**config.mk**
```make
export PLATFORM = sky130hd
export DESIGN_NAME = uart_tx_arbiter
export DESIGN_NICKNAME = d
export VERILOG_FILES = /design/src/rtl/uart_tx_arbiter.sv
export SDC_FILE = /design/constraint.sdc
export NUM_CORES = 1
export LEC_CHECK = 0
export CORE_MARGIN = 2
export CORE_UTILIZATION = 35
export DETAILED_ROUTE_END_ITERATION = 16
export PLACE_DENSITY = 0.63
export SYNTH_ARGS = -nofsm -noshare
export SYNTH_HDL_FRONTEND = slang
export SYNTH_SLANG_ARGS = --single-unit
```
**constraint.sdc**
```tcl
create_clock -name clk_50m -period 3.6 [get_ports clk_50m]
set_input_delay 1.08 -clock clk_50m [delete_from_list [all_inputs] [get_ports clk_50m]]
set_output_delay 1.08 -clock clk_50m [all_outputs]
set_load 0.05 [all_outputs]
```
**src/rtl/uart_tx_arbiter.sv**
```systemverilog
// Round-robin arbiter that merges three byte streams into one UART TX FIFO, packet-atomic, optional ID prefix byte.
// FIFO write lands one cycle after the accepting handshake; fifo_full stalls all writes and freezes the idle timeout.
module uart_tx_arbiter #(
    parameter logic [15:0] TIMEOUT_CYCLES = 16'd1024,
    parameter logic        INSERT_ID      = 1'b1,
    parameter logic [7:0]  ID_BASE        = 8'hA0
) (
    input  logic        clk_50m,
    input  logic        reset,
    input  logic [2:0]  req_valid,
    input  logic [23:0] req_data,
    input  logic [2:0]  req_last,
    output logic [2:0]  req_ready,
    input  logic        fifo_full,
    output logic        fifo_tx_req,
    output logic [7:0]  fifo_tx_data,
    output logic [1:0]  grant,
    output logic [7:0]  drop_cnt
);

    typedef enum logic [1:0] {
        IDLE = 2'd0,
        HDR  = 2'd1,
        DATA = 2'd2
    } state_t;

    localparam logic [1:0] NO_GRANT = 2'd3;

    state_t      state_q, state_d;
    logic [1:0]  grant_q, grant_d;
    logic [1:0]  last_grant_q, last_grant_d;
    logic [15:0] tmo_q, tmo_d;
    logic [7:0]  drop_cnt_q, drop_cnt_d;
    logic        fifo_tx_req_q, fifo_tx_req_d;
    logic [7:0]  fifo_tx_data_q, fifo_tx_data_d;

    logic        sel_valid;
    logic        sel_last;
    logic [7:0]  sel_data;
    logic        accept;

    // First valid requester searching upward from the one after the last owner.
    function automatic logic [1:0] rr_pick(input logic [1:0] last, input logic [2:0] v);
        logic [3:0] vv;
        logic [1:0] idx;
        logic [1:0] pick;
        vv   = {1'b0, v};
        pick = NO_GRANT;
        idx  = (last >= 2'd2) ? 2'd0 : last + 2'd1;
        for (int k = 0; k < 3; k++) begin
            if (pick == NO_GRANT && vv[idx]) begin
                pick = idx;
            end
            idx = (idx >= 2'd2) ? 2'd0 : idx + 2'd1;
        end
        return pick;
    endfunction

    always_comb begin
        sel_valid = 1'b0;
        sel_last  = 1'b0;
        sel_data  = 8'h00;
        case (grant_q)
            2'd0: begin
                sel_valid = req_valid[0];
                sel_last  = req_last[0];
                sel_data  = req_data[7:0];
            end
            2'd1: begin
                sel_valid = req_valid[1];
                sel_last  = req_last[1];
                sel_data  = req_data[15:8];
            end
            2'd2: begin
                sel_valid = req_valid[2];
                sel_last  = req_last[2];
                sel_data  = req_data[23:16];
            end
            default: begin
                sel_valid = 1'b0;
                sel_last  = 1'b0;
                sel_data  = 8'h00;
            end
        endcase
    end

    // A byte offered while reset is high must not be consumed, since no write can follow it.
    assign accept = (state_q == DATA) && sel_valid && !fifo_full && !reset;

    always_comb begin
        req_ready = 3'b000;
        if (accept) begin
            case (grant_q)
                2'd0:    req_ready = 3'b001;
                2'd1:    req_ready = 3'b010;
                2'd2:    req_ready = 3'b100;
                default: req_ready = 3'b000;
            endcase
        end
    end

    always_comb begin
        state_d        = state_q;
        grant_d        = grant_q;
        last_grant_d   = last_grant_q;
        tmo_d          = tmo_q;
        drop_cnt_d     = drop_cnt_q;
        fifo_tx_req_d  = 1'b0;
        fifo_tx_data_d = fifo_tx_data_q;

        case (state_q)
            IDLE: begin
                if (|req_valid) begin
                    grant_d = rr_pick(last_grant_q, req_valid);
                    tmo_d   = 16'd0;
                    state_d = INSERT_ID ? HDR : DATA;
                end
            end

            HDR: begin
                if (!fifo_full) begin
                    fifo_tx_req_d  = 1'b1;
                    fifo_tx_data_d = ID_BASE + {6'd0, grant_q};
                    state_d        = DATA;
                end
            end

            DATA: begin
                if (accept) begin
                    fifo_tx_req_d  = 1'b1;
                    fifo_tx_data_d = sel_data;
                    tmo_d          = 16'd0;
                    if (sel_last) begin
                        last_grant_d = grant_q;
                        grant_d      = NO_GRANT;
                        state_d      = IDLE;
                    end
                end else if (!sel_valid && !fifo_full) begin
                    // Only genuine source starvation counts towards the timeout.
                    if (tmo_q >= TIMEOUT_CYCLES - 16'd1) begin
                        last_grant_d = grant_q;
                        grant_d      = NO_GRANT;
                        tmo_d        = 16'd0;
                        state_d      = IDLE;
                        if (drop_cnt_q != 8'hFF) begin
                            drop_cnt_d = drop_cnt_q + 8'd1;
                        end
                    end else begin
                        tmo_d = tmo_q + 16'd1;
                    end
                end
            end

            default: begin
                grant_d = NO_GRANT;
                state_d = IDLE;
            end
        endcase
    end

    always_ff @(posedge clk_50m) begin
        if (reset) begin
            state_q        <= IDLE;
            grant_q        <= NO_GRANT;
            last_grant_q   <= 2'd2;
            tmo_q          <= 16'd0;
            drop_cnt_q     <= 8'h00;
            fifo_tx_req_q  <= 1'b0;
            fifo_tx_data_q <= 8'h00;
        end else begin
            state_q        <= state_d;
            grant_q        <= grant_d;
            last_grant_q   <= last_grant_d;
            tmo_q          <= tmo_d;
            drop_cnt_q     <= drop_cnt_d;
            fifo_tx_req_q  <= fifo_tx_req_d;
            fifo_tx_data_q <= fifo_tx_data_d;
        end
    end

    assign fifo_tx_req  = fifo_tx_req_q;
    assign fifo_tx_data = fifo_tx_data_q;
    assign grant        = grant_q;
    assign drop_cnt     = drop_cnt_q;

endmodule
```
# Yosys cells after proc, flatten, opt, wreduce, memory -nomap -nowiden
# Index checks and enable logic that the tools add are counted.
# word_totals
register_bits	39
inputBits	33
out_inout_bits	22
word_cells	107
# classes
addsub	6
order_cmp	7
eq_ne	14
n_mux	49
bitwise	2
reduce_logical	22
# op_table
op	n
2-to-1 mux 16 bit	4
2-to-1 mux 2 bit	25
case mux 16 bit (2 select lines)	1
case mux 8 bit (3 select lines)	1
adder 16 x 1 -> 16 bit, second input constant	1
>= comparator 16 x 10 -> 1 bit, second input constant	1
2-to-1 mux 8 bit	2
case mux 8 bit (2 select lines)	1
AND reduction 5 bit	3
case mux 2 bit (3 select lines)	2
less-than comparator 2 x 3 -> 1 bit, second input constant	3
case mux 3 bit (3 select lines)	1
adder 8 x 1 -> 8 bit, second input constant	1
adder 8 x 2 -> 8 bit, first input constant	1
equality test 2 bit, second input constant	4
inequality test 2 bit, second input constant	4
inequality test 8 bit, second input constant	1
nonzero test 2 bit	4
adder 2 x 1 -> 2 bit, second input constant	3
binary-select mux 1 bit (select 2 bit)	3
>= comparator 2 bit, second input constant	3
logical AND 1 bit	6
inequality test 3 x 2 -> 1 bit, second input constant	2
case mux 1 bit (3 select lines)	2
other kinds (11)	21

# Depth between registers and ports, before layout
# depth
word_depth	17
depth_mapped	9
mapped_depth_nobuf	8

# Least setup slack after synthesis
# Ideal clock, no wire load.
# synth_path
kind	input to output
from	input port reset
to	output port req_ready[0]
arrival_time_ns	2.861
required_ns	2.520
setup_slack_ns	-0.341
cell_stages	4
n_path_buf	1
path_cell_list	clkbuf_1 > nor3b_1 > nand2_1 > nor3_1
# synth_between
elab_chain_len	3
# synth_lines
item	line_no	source
start, declared	9	input logic reset,
zero test 1 bit	88	assign accept = (state_q == DATA) && sel_valid && !fifo_full && !reset;
logical AND 1 bit	88	
2-to-1 mux 3 bit	92	if (accept) begin
end, declared	13	output logic [2:0] req_ready,
# Every way passes these cells.

# Worst setup path in the final report
# layout_path
from	input port req_valid[2]
to	output port req_ready[2]
# layout_between
elab_chain_len	5
# layout_lines
item	line_no	source
start, declared	10	input logic [2:0] req_valid,
case mux 1 bit (3 select lines)	63	case (grant_q)
logical AND 1 bit (3 in a row)	88	
2-to-1 mux 3 bit	92	
# Every way passes these cells.

==> results.sh <==
export IMPL_status="completed"
export IMPL_required_ps=2520
export IMPL_max_slew_margin_pct=48.6
export IMPL_syn_cell_area_sq_um=2170
export IMPL_cellPowerDensity_nw_per_um2=540
export IMPL_grt_overflow=0
export IMPL_drive_gt1_share_pct=12.2
export IMPL_core_area_sq_um=5960
export IMPL_period_minus_slack_ps=3500
export IMPL_yosysUniqueCellTypes=53
export IMPL_synth_area_leaders="dfxtp_1 36%, nor2_1 6.7%, mux2i_1 6.0%"
export IMPL_synthDominantCellAreaShare_pct=36.0
export IMPL_fin_crit_sh_pct=97.3
export IMPL_synthCells=261
export IMPL_peakVddDrop_mv=0.318
export IMPL_wirelength_um=5430
export IMPL_routedWlPerCell_um=13.5
export IMPL_cp_start_kind="primary input"
export IMPL_hold_violations=0
export IMPL_ctsLongestPathBuffers=2
export IMPL_synth_seq_cells=39
export IMPL_worstMarginPinSlew_ps=769
export IMPL_crit_arrival_ps=2420
export IMPL_cap_violations=0
export IMPL_start_util_pct=36.4
export IMPL_grt_use_total_pct=17.7
export IMPL_antenna_found_initial=0
export IMPL_grt_busiest_layer="met2"
export IMPL_areaGrowthSynthToFinish_pct=39.1
export IMPL_syn_area_per_cell_sq_um=8.31
export IMPL_ys_seq_area_share_pct=36.0
export IMPL_clk_latency_ps=290
export IMPL_cts_num_sinks=39
export IMPL_gp_congestion=0.780
export IMPL_ant_nets=0
export IMPL_die_y_um=82.7
export IMPL_synth_edf_count=0
export IMPL_cts_max_level=2
export IMPL_first_pass_iters=4
export IMPL_hpwl_um=4190
export IMPL_dp_cells=394
export IMPL_cts_tree="built"
export IMPL_setup_viol=0
export IMPL_diodes=0
export IMPL_met3_usage_pct=3.70
export IMPL_yosysWarningCount=0
export IMPL_synth_largest_area_cell="dfxtp_1"
export IMPL_drv_slew=0
export IMPL_portBuffers=54
export IMPL_place_ws_ps=23.5
export IMPL_fmax_mhz=285
export IMPL_end_kind="output pin"
export IMPL_rows=28
export IMPL_die_area_sq_um=6840
export IMPL_io_pins=55
export IMPL_cts_hold_buffers_added=0
export IMPL_viasPerCell=5.09
export IMPL_vias=2047
export IMPL_grt_pass1_vias=1945
export IMPL_hp_class="register to register"
export IMPL_fin_worst_skew_ps=7.32
export IMPL_worstPathMaxFanout=3
export IMPL_setup_ws_ps=95.5
export IMPL_use_met1_pct=22.7
export IMPL_fin_util_pct=50.7
export IMPL_clk_pin_slew_worst_paths_ps=80
export IMPL_synth_flop_cell="dfxtp_1"
export IMPL_grt_max_degree=38
export IMPL_grt_pass1_wl_um=9160
export IMPL_synth_nets=300
export IMPL_instances_no_fill=402
export IMPL_ys_async_sr_fraction_pct=0
export IMPL_drcViolationCount=0
export IMPL_cts_root_buf="clkbuf_8"
export IMPL_leakagePower_nw=1.14
export IMPL_finalNetCount=365
export IMPL_grtUsageMet2_pct=28.9
export IMPL_worst_hold_slack_ps=452
export IMPL_cts_made_buffers=5
export IMPL_crit_type="primary input to output pin"
export IMPL_rsz0062_at_grt="false"
export IMPL_drt_iter0_drc=75
export IMPL_die_w_um=82.7
==> flip-flops by register name (all words and copies together), names as in the netlist <==
name / flops
last_grant_q: 2
grant: 2
fifo_tx_req: 1
state_q: 2
fifo_tx_data: 8
drop_cnt: 8
tmo_q: 16
==> routing by layer <==
metal	wire (um)	vias to the layer above
met1	2460	943
met5	0	-
met2	2670	37
met3	226	6
met4	78	0
li1	-	1061
==> where the power goes <==
part           switching, mW  internal [mW]
clock                  0.160          0.206
sequential            0.0611          0.474
combinational          0.432          0.295
==> cells in the final DEF, fill, tap and decap left out, types with 3 or more instances in the layout <==
cell type and n:
nand2_1 19, buf_12 3, nand2b_1 3, nand3_1 17
mux2i_1 13, nor3_1 5, xnor2_1 3, clkbuf_8 5
nor4_1 3, dfxtp_1 39, a21oi_1 14, clkdlybuf4s50_1 51
or3_1 3, ha_1 6, nor2b_1 3, inv_1 10
buf_4 16, nand4_1 6, nor2_1 39, nor3b_1 3
nand3b_1 3, o21ai_0 8, xor2_1 10
==> layout make-up <==
cell class,instances,area [sq um]
Multi-Input combinational cell,200,1300
Tap cell,75,93.8
Clock buffer,5,68.8
Inverter,10,37.5
Sequential cell,39,781
Fill cell,609,2940
Clock inverter,3,43.8
Timing Repair Buffer,70,691
==> worst paths after layout <==
check             cells after the start           end          from  slack [ps]
setup reg to reg                      6     tmo_q[15]      grant[1]        1040
hold reg to reg                       2     tmo_q[12]     tmo_q[12]         450
setup / recovery                      7  req_ready[2]  req_valid[2]         100
hold / removal                        2     tmo_q[12]     tmo_q[12]         450
==> kinds of logic (layout without fill, tap and decap cells) <==
kind of cell | after synthesis | in the layout | synth area share (%)
AND/OR/NAND/NOR | 117 | 117 | 27.1
AO/OA/AOI/OAI | 49 | 49 | 16.3
multiplexers | 15 | 15 | 7.55
adder cells (fa/ha/maj) | 6 | 6 | 3.46
flip-flops | 39 | 39 | 36.0
buffers and inverters | 22 | 88 | 4.38
XOR/XNOR | 13 | 13 | 5.25
==> Yosys cell counts (all sizes together) (4+ instances only) <==
master,n
buf,5
nor2,40
nand4,6
dfxtp,39
o21ai,9
nand3,17
clkbuf,7
inv,10
xor2,10
nor3,7
ha,6
a211oi,4
a21oi,15
mux2i,14
nand2,20
==> critical path, stage by stage <==
cell and delay (ps):
clkdlybuf4s50_1 520, mux2i_4 90, o21ai_2 170, nand2_1 120, nor3_1 160, buf_4 150, buf_12 120
==> metrics by stage <==
step | TNS (ps) | cell area (sq um) | power [mW]
after global routing | 0 | 3020 | 1.74
after floorplan | -682 | 2170 | 1.04
after CTS | 0 | 3010 | 1.65
after global placement | 0 | 2900 | 1.27
final | 0 | 3020 | 1.63
after detailed placement | 0 | 2900 | 1.27
==> what timing repair did <==
item,CTS,global route
buffers inserted,0,0
endpoints found under the setup margin,0,2
hold endpoints to repair,0,0
resized for setup,0,2
Power figures use the tool's default switching activity.
